===== config.mk =====
export PLATFORM = sky130hd
export DESIGN_NAME = mac_operand_splitter
export DESIGN_NICKNAME = d
export VERILOG_FILES = /design/src/rtl/mac_operand_splitter_pkg.sv /design/src/rtl/mac_operand_splitter_slice_mux.sv /design/src/rtl/mac_operand_splitter.sv
export SDC_FILE = /design/constraint.sdc
export NUM_CORES = 1
export LEC_CHECK = 0
export CAP_MARGIN = 15
export CORE_ASPECT_RATIO = 0.5
export CORE_UTILIZATION = 45
export DETAILED_ROUTE_END_ITERATION = 10
export PLACE_DENSITY = 0.85
export SYNTH_ARGS = -nofsm -noshare
export SYNTH_HDL_FRONTEND = slang
export SYNTH_SLANG_ARGS = --single-unit

===== constraint.sdc =====
create_clock -name clk -period 2.87 [get_ports clk]
set_input_delay 0.574 -clock clk [delete_from_list [all_inputs] [get_ports clk]]
set_output_delay 0.574 -clock clk [all_outputs]
set_load 0.03 [all_outputs]

===== src/rtl/mac_operand_splitter_pkg.sv =====
// Shared constants for the MAC operand splitter: mode encodings, last-beat
// indices per mode and the issue FSM state encoding.
package mac_operand_splitter_pkg;

    localparam logic [1:0] MAC_MODE_SINGLE = 2'b00;
    localparam logic [1:0] MAC_MODE_DUAL   = 2'b01;
    localparam logic [1:0] MAC_MODE_QUAD   = 2'b10;
    localparam logic [1:0] MAC_MODE_RSVD   = 2'b11;

    // Index of the final beat (beats per mode minus one)
    localparam logic [1:0] MAC_LAST_SINGLE = 2'd0;
    localparam logic [1:0] MAC_LAST_DUAL   = 2'd1;
    localparam logic [1:0] MAC_LAST_QUAD   = 2'd3;

    typedef enum logic {
        ST_IDLE  = 1'b0,
        ST_ISSUE = 1'b1
    } mac_state_t;

    function automatic logic [1:0] mac_last_beat(input logic [1:0] mode);
        logic [1:0] idx;
        case (mode)
            MAC_MODE_DUAL: idx = MAC_LAST_DUAL;
            MAC_MODE_QUAD: idx = MAC_LAST_QUAD;
            default:       idx = MAC_LAST_SINGLE;
        endcase
        return idx;
    endfunction

endpackage


===== src/rtl/mac_operand_splitter_slice_mux.sv =====
// Combinational slice map: picks the A/B operand bytes presented to each of
// the four MAC units for the current mode and beat.
module mac_operand_splitter_slice_mux
    import mac_operand_splitter_pkg::*;
#(
    parameter int MIN_W = 8
) (
    input  logic [1:0]         i_mode,
    input  logic [1:0]         i_beat,
    input  logic [4*MIN_W-1:0] i_op_a,
    input  logic [4*MIN_W-1:0] i_op_b,
    output logic [MIN_W-1:0]   o_a0,
    output logic [MIN_W-1:0]   o_a1,
    output logic [MIN_W-1:0]   o_a2,
    output logic [MIN_W-1:0]   o_a3,
    output logic [MIN_W-1:0]   o_b0,
    output logic [MIN_W-1:0]   o_b1,
    output logic [MIN_W-1:0]   o_b2,
    output logic [MIN_W-1:0]   o_b3,
    output logic               o_last
);

    function automatic logic [MIN_W-1:0] byte_of(input logic [4*MIN_W-1:0] x,
                                                 input logic [1:0] idx);
        logic [MIN_W-1:0] r;
        case (idx)
            2'd0:    r = x[0*MIN_W +: MIN_W];
            2'd1:    r = x[1*MIN_W +: MIN_W];
            2'd2:    r = x[2*MIN_W +: MIN_W];
            2'd3:    r = x[3*MIN_W +: MIN_W];
            default: r = x[0*MIN_W +: MIN_W];
        endcase
        return r;
    endfunction

    logic [1:0] w_hi_idx;
    assign w_hi_idx = i_beat + 2'd2;
    assign o_last   = (i_beat == mac_last_beat(i_mode));

    // A is always lane-aligned; B broadcasts one byte per beat in wide modes
    always_comb begin
        o_a0 = byte_of(i_op_a, 2'd0);
        o_a1 = byte_of(i_op_a, 2'd1);
        o_a2 = byte_of(i_op_a, 2'd2);
        o_a3 = byte_of(i_op_a, 2'd3);
        o_b0 = byte_of(i_op_b, 2'd0);
        o_b1 = byte_of(i_op_b, 2'd1);
        o_b2 = byte_of(i_op_b, 2'd2);
        o_b3 = byte_of(i_op_b, 2'd3);
        case (i_mode)
            MAC_MODE_DUAL: begin
                o_b0 = byte_of(i_op_b, i_beat);
                o_b1 = byte_of(i_op_b, i_beat);
                o_b2 = byte_of(i_op_b, w_hi_idx);
                o_b3 = byte_of(i_op_b, w_hi_idx);
            end
            MAC_MODE_QUAD: begin
                o_b0 = byte_of(i_op_b, i_beat);
                o_b1 = byte_of(i_op_b, i_beat);
                o_b2 = byte_of(i_op_b, i_beat);
                o_b3 = byte_of(i_op_b, i_beat);
            end
            default: begin
                o_b0 = byte_of(i_op_b, 2'd0);
                o_b1 = byte_of(i_op_b, 2'd1);
                o_b2 = byte_of(i_op_b, 2'd2);
                o_b3 = byte_of(i_op_b, 2'd3);
            end
        endcase
    end

endmodule


===== src/rtl/mac_operand_splitter.sv =====
// MAC operand splitter: captures a wide operand pair and issues 1/2/4 slice beats.
// Optional stall counter output enabled by `define MAC_SPLIT_PERF_CNT_EN.
module mac_operand_splitter
    import mac_operand_splitter_pkg::*;
#(
    parameter int MAC_CONF_WIDTH = 3,
    parameter int MAC_MIN_WIDTH  = 8,
    parameter int MAC_ACC_WIDTH  = 4 * MAC_MIN_WIDTH
) (
    input  logic                      clk,
    input  logic                      rst,
    input  logic                      en,
    input  logic [MAC_CONF_WIDTH-1:0] cfg,
    input  logic                      in_valid,
    output logic                      in_ready,
    input  logic [MAC_ACC_WIDTH-1:0]  in_a,
    input  logic [MAC_ACC_WIDTH-1:0]  in_b,
    output logic                      out_valid,
    input  logic                      out_ready,
    output logic [MAC_MIN_WIDTH-1:0]  out_a0,
    output logic [MAC_MIN_WIDTH-1:0]  out_a1,
    output logic [MAC_MIN_WIDTH-1:0]  out_a2,
    output logic [MAC_MIN_WIDTH-1:0]  out_a3,
    output logic [MAC_MIN_WIDTH-1:0]  out_b0,
    output logic [MAC_MIN_WIDTH-1:0]  out_b1,
    output logic [MAC_MIN_WIDTH-1:0]  out_b2,
    output logic [MAC_MIN_WIDTH-1:0]  out_b3,
    output logic [1:0]                out_beat,
    output logic                      out_first,
    output logic                      out_last,
    output logic                      cfg_err
`ifdef MAC_SPLIT_PERF_CNT_EN
    ,
    output logic [31:0]               stall_cnt
`endif
);

    mac_state_t               r_state;
    logic [MAC_ACC_WIDTH-1:0] r_a;
    logic [MAC_ACC_WIDTH-1:0] r_b;
    logic [1:0]               r_mode;
    logic [1:0]               r_beat;
    logic                     r_out_valid;
    logic                     r_cfg_err;
    logic                     w_last;
    logic                     w_in_xfer;
    logic                     w_out_xfer;
    logic                     w_cfg_unused;

    assign w_cfg_unused = ^cfg[MAC_CONF_WIDTH-1:2];

    // Ready while idle or when the final beat leaves this cycle (no bubble)
    assign in_ready   = ~rst & en & ((r_state == ST_IDLE) | (r_out_valid & out_ready & w_last));
    assign w_in_xfer  = in_valid & in_ready;
    assign w_out_xfer = r_out_valid & out_ready & en;

    assign out_valid = r_out_valid;
    assign out_beat  = r_beat;
    assign out_first = (r_beat == 2'd0);
    assign out_last  = w_last;
    assign cfg_err   = r_cfg_err;

    mac_operand_splitter_slice_mux #(
        .MIN_W (MAC_MIN_WIDTH)
    ) u_slice_mux (
        .i_mode (r_mode),
        .i_beat (r_beat),
        .i_op_a (r_a),
        .i_op_b (r_b),
        .o_a0   (out_a0),
        .o_a1   (out_a1),
        .o_a2   (out_a2),
        .o_a3   (out_a3),
        .o_b0   (out_b0),
        .o_b1   (out_b1),
        .o_b2   (out_b2),
        .o_b3   (out_b3),
        .o_last (w_last)
    );

    // Issue FSM with operand capture and beat sequencing
    always_ff @(posedge clk or posedge rst) begin
        if (rst) begin
            r_state     <= ST_IDLE;
            r_a         <= '0;
            r_b         <= '0;
            r_mode      <= MAC_MODE_SINGLE;
            r_beat      <= 2'd0;
            r_out_valid <= 1'b0;
            r_cfg_err   <= 1'b0;
        end else if (en) begin
            if (w_in_xfer) begin
                r_state     <= ST_ISSUE;
                r_a         <= in_a;
                r_b         <= in_b;
                r_mode      <= cfg[1:0];
                r_beat      <= 2'd0;
                r_out_valid <= 1'b1;
                r_cfg_err   <= r_cfg_err | (cfg[1:0] == MAC_MODE_RSVD);
            end else if (w_out_xfer) begin
                if (w_last) begin
                    r_state     <= ST_IDLE;
                    r_out_valid <= 1'b0;
                    r_beat      <= 2'd0;
                end else begin
                    r_beat <= r_beat + 2'd1;
                end
            end
        end
    end

`ifdef MAC_SPLIT_PERF_CNT_EN
    logic [31:0] r_stall_cnt;

    // Saturating count of cycles where a beat waits on the MAC units
    always_ff @(posedge clk or posedge rst) begin
        if (rst) begin
            r_stall_cnt <= 32'd0;
        end else if (en & r_out_valid & ~out_ready & (r_stall_cnt != 32'hFFFF_FFFF)) begin
            r_stall_cnt <= r_stall_cnt + 32'd1;
        end
    end

    assign stall_cnt = r_stall_cnt;
`endif

endmodule


After elaboration in Yosys (flattened, before gate mapping)
Cells that the tools add are included.

Register bits: 70. Input port bits: 72. Output and inout port bits: 71. Word-level logic and storage cells: 49.

Add/subtract/negate cells: 2. Eq/ne operators: 10. Muxes and demuxes: 13. Bitwise gates (word level): 10. Reduce and logical (&&, ||, !) cells: 8.

Operator list (count): 8-bit one-hot mux with 4 select lines (2); 8-bit one-hot mux with 2 select lines (2); 8-bit two-way mux (2); 2-bit equality test (second input constant) (6); 1-bit bitwise AND (6); 2-bit by 1-bit equality test with 1-bit output (second input constant) (3); 2-bit two-way mux (3); 2-bit logical NOT (2); 2-bit one-hot mux with 2 select lines (1); 2-bit AND reduction (2); 2-bit nonzero test (2); 1-bit two-way mux (3); 3-bit AND reduction (1); 2-bit by 1-bit adder with 2-bit output (second input constant) (1); 2-bit adder (second input constant) (1); 2-bit equality test (1); 1-bit NOT (2); 1-bit OR (2); 2-bit OR reduction (1).

Depth between registers and ports, before layout
Depth after elaboration: 9. Mapped depth: 9. Depth with buffers taken out: 5.

Modules after synthesis
Synthesis repeated with hierarchy kept, for this count alone.

Cells, all modules: 325. Area total of the unflattened synthesis: 3844.9 um2.

Modules (own cells, without submodules): mac_operand_splitter (times used 1, cells each 161, area an instance 2703.8 um2, seq. area each 1751.7 um2); mac_operand_splitter_slice_mux (times used 1, cells each 164, area an instance 1141.1 um2, seq. area each 0.0 um2).

Least setup slack after synthesis
OpenSTA, ideal clock, no wires.

Kind: reg2out. Start point: register r_mode[0]. End point: output in_ready. Data arrival time: 2081 ps. Data required time: 2296 ps. Path slack: 215 ps. Cell stages (with the launch flop): 8. Path buffers: 2. Cells stage by stage: dfrtp_1 -> inv_1 -> ha_1 -> buf_2 -> xor2_2 -> buf_4 -> a31oi_1 -> nor3b_1.

Longest elaborated chain between the ends: 6. Elaborated cells between the ends (all ways): 7. Classes of those cells: eq/ne: 3; mux: 1; bitwise: 3.

Ends and longest elaborated chain: from (decl) (RTL line mac_operand_splitter.sv:41) `logic [1:0] r_mode;`; from (signal assigned) (RTL line mac_operand_splitter.sv:96) `r_mode <= cfg[1:0];`; 2-bit equality test or 2-bit by 1-bit equality test with 1-bit output (tied branches) (RTL line mac_operand_splitter_pkg.sv:22) `case (mode)`; 2-bit one-hot mux with 2 select lines * (RTL line mac_operand_splitter_pkg.sv:22); 2-bit equality test * (RTL line mac_operand_splitter_slice_mux.sv:38) `assign o_last = (i_beat == mac_last_beat(i_mode));`; 1-bit bitwise AND * (RTL line mac_operand_splitter.sv:53) `assign in_ready = ~rst & en & ((r_state == ST_IDLE) | (r_out_valid & out_ready & w_last));`; 1-bit OR * (RTL line mac_operand_splitter.sv:53); 1-bit bitwise AND * (RTL line mac_operand_splitter.sv:53); to (decl) (RTL line mac_operand_splitter.sv:15) `output logic in_ready,`.

Every way passes the cells marked *; elsewhere a longest branch is shown, timed or not.

Final worst setup path
Start point: register r_mode[0]. End point: output out_b3[7].

Longest elaborated chain between the ends: 2. Elaborated cells between the ends (all ways): 3. Classes of those cells: eq/ne: 2; mux: 1.

Ends and longest elaborated chain: 2-bit equality test or 2-bit by 1-bit equality test with 1-bit output (tied branches) (RTL line mac_operand_splitter_slice_mux.sv:50) `case (i_mode)`; 8-bit one-hot mux with 2 select lines * (RTL line mac_operand_splitter_slice_mux.sv:50); to (decl) (RTL line mac_operand_splitter.sv:27) `output logic [MAC_MIN_WIDTH-1:0] out_b3,`.

Marks and branches as above.

==> flow_summary.yaml <==
sta:
  hold_violations: 0
  maxSlewViolCount: 0
  max_slew_margin: 0.477
  setup_violations: 0
  max_freq_mhz: 356
  fin_crit_sh: 0.979
  setup_ws_ns: 0.0589
  fin_crit_ns: 2.81
  worst_pin_slew_ns: 0.785
  skew_ns: 0.00705
setup_path:
  crit_type: "reg -> out"
  crit_buf_inv: 2
  cp_max_fo: 8
  arrival_ns: 2.24
  endpoint: "out_b3[7]"
  path_depth: 6
  rrSetupSlack_ns: 0.44
  cp-startpoint: "r_mode[0]"
  rr_startpoint: "r_mode[0]"
  cpPeakStageDelay_ns: 0.38
  cp_slowest_cell: "dfrtp_1"
  crit_path_end_kind: "primary output"
  cp.required_ns: 2.30
  startpoint_type: "flop"
  rr_endpoint: "r_b[24]"
  crit_family: "simple AND/OR/NAND/NOR gates"
  ff2ff_path_depth: 8
  worstPathCellList: "inv_1 > ha_1 > nand2b_2 > a221o_1 > nand3_1 > clkdlybuf4s15_2"
clock_network:
  cts_buffers: 9
  clock_path_buffers: 2
  insertion_delay_ns: 0.34
  cts_max_level: 3
  root_buffer: "clkbuf_16"
  clock-sinks: 70
  clk_pin_slew_ns: 0.06
  tritoncts: "done"
placement:
  preCtsSetupSlack_ns: -0.0170
  place_inst: 868
  numPortBuffers: 141
  routabilityCongestion: 0.860
  dpl.hpwl_mm: 10.7
layout:
  n_antenna_cell: 0
  final_cells: 885
  area_delta_synth_final_pct: 37.2
  nNetsFinal: 820
  drive_gt1_frac: 0.122
drt:
  met1_length_mm: 6.98
  avgViaCountPerCell: 6.44
  highest_layer: "met4"
  met3_length_mm: 1.21
  routed_wl_mm: 17.2
  dr.first_iter.drc_count: 550
  num_vias: 5696
  drc: 0
  dr_wl_met2_mm: 8.44
  wl_per_cell_um: 19.4
  drt_pass1_iterations: 7
  drtAntennaViolNets: 0
floorplan:
  initial_core_util: 0.479
  dieWidth_um: 152
  core-area_um2: 10500
  dieArea_um2: 11700
  ios: 143
  die_y_um: 76.9
  rows: 26
yosys:
  ys_types: 34
  ys_seq_area_frac: 0.347
  ys_ff_latch: 70
  syn_avg_cell_area_um2: 7.94
  syn_area_um2: 5040
  synth_nets: 715
  postSynthCellCount: 635
  yosys_warnings: 0
job:
  drv_cap: 0
global_route:
  antenna_found_initial: 0
  grt_max_degree: 81
  grt-ovfl-total: 0
  grt_pass1_wl_mm: 27.6
  grt_pass1_vias: 5491
  grtUsageTotal: 0.296
power:
  leakagePower_nw: 2.85
  p_total_mw: 9.69
  power_density_nw_per_um2: 1400
  peakVddDrop_mv: 0.998
outcome:
  status: "finished clean"
min_path:
  hold_path.class: "reg -> reg"
  hp-start: "cfg_err"
cell families after synthesis:
family	after synthesis	synth area share
and+or+nand+nor	317	0.332
xor gates and xnor gates	2	0.00645
AOI/OAI and AO/OA	147	0.218
DFF	70	0.347
buffers and inverters	91	0.0759
adders and majority gates	8	0.0198
how the worst min path moves through the flow:
stage / to / depth (start not counted) / slack (ns)
after floorplan: r_mode[1] / 2 / 0.54
after global placement: cfg_err / 2 / 0.49
after detailed placement: cfg_err / 2 / 0.51
after CTS: cfg_err / 2 / 0.52
after global routing: cfg_err / 2 / 0.57
final: cfg_err / 2 / 0.54
timing repair:
action	4_1_cts	5_1_grt
gates cloned	0	1
resized for setup	36	63
setup endpoints to repair	32	33
hold buffers	0	0
setup buffers	0	0
where the power goes:
group	total, mW	switching, mW	internal [mW]
Clock	1.31	0.458	0.852
Combinational	6.49	4.21	2.28
Sequential	1.89	0.451	1.44
cells in the final DEF (no fill, tap or decap), types with 2 or more instances in the layout:
master,n
a22oi_2,2
a211o_1,9
nand2b_2,2
ha_1,6
clkdlybuf4s15_2,2
clkbuf_2,26
clkbuf_16,10
inv_1,13
a21o_1,17
nand3_1,83
nand2_1,151
inv_2,3
dfrtp_1,70
nand4b_1,66
o211ai_1,66
nand4_1,2
buf_12,7
clkinvlp_4,3
a22oi_1,14
a221o_1,9
bufinv_16,3
buf_4,21
a211oi_1,7
a21oi_1,16
dlymetal6s2s_1,3
nor2b_1,8
clkdlybuf4s50_1,106
registers in the layout, indices dropped and copies added (netlist names):
register   flops
out_beat       2
r_mode         2
r_b           32
out_valid      1
r_a           32
cfg_err        1
cells in the mapped netlist, drive strengths merged:
| cell | instances | area [um^2] |
|---|---|---|
| a2111oi | 1 | 8.76 |
| a211o | 9 | 78.8 |
| a211oi | 8 | 60.1 |
| a21o | 17 | 128 |
| a21oi | 16 | 80.1 |
| a221o | 9 | 90.1 |
| a221oi | 1 | 15.0 |
| a22oi | 16 | 120 |
| a31oi | 1 | 6.26 |
| a41oi | 1 | 8.76 |
| and3b | 1 | 8.76 |
| and4 | 1 | 8.76 |
| buf | 18 | 109 |
| clkbuf | 57 | 214 |
| dfrtp | 70 | 1750 |
| ha | 8 | 100 |
| inv | 16 | 60.1 |
| nand2 | 151 | 567 |
| nand2b | 2 | 12.5 |
| nand3 | 83 | 415 |
| nand4 | 2 | 12.5 |
| nand4b | 66 | 578 |
| nand4bb | 1 | 11.3 |
| nor2 | 1 | 3.75 |
| nor2b | 8 | 50.1 |
| nor3b | 1 | 7.51 |
| o211ai | 66 | 495 |
| o21ai | 2 | 10.0 |
| xnor2 | 1 | 16.3 |
| xor2 | 1 | 16.3 |
area by class of cell:
class	instances	area, um^2
clock buffers	9	225
clock inverters	7	121
fillers	868	3620
inverters	16	60.1
multi-input cells	474	2990
flip-flops and latches	70	1750
well taps	140	175
repair buffers	169	1600
routing by layer:
metal,up-vias,GRT usage
li1,2549,-
met2,307,0.482
met4,0,0.135
met5,-,0
met1,2782,0.384
met3,58,0.0482
worst min-delay path, delay by kind of cell (launching register included):
kind	cells	cell delay, ns
flip-flops	1	0.36
AO/OA/AOI/OAI	2	0.13
metrics by stage:
step / setup TNS (ns) / util / area (um^2) / hold slack, ns
final: 0 / 0.657 / 6920 / 0.535
after global routing: -0.0145 / 0.657 / 6920 / 0.567
after CTS: -0.671 / 0.660 / 6950 / 0.524
after detailed placement: -0.0170 / 0.629 / 6630 / 0.512
after global placement: 0 / 0.629 / 6630 / 0.494
after floorplan: 0 / - / 5040 / 0.544
Power figures use the tool's default switching activity.
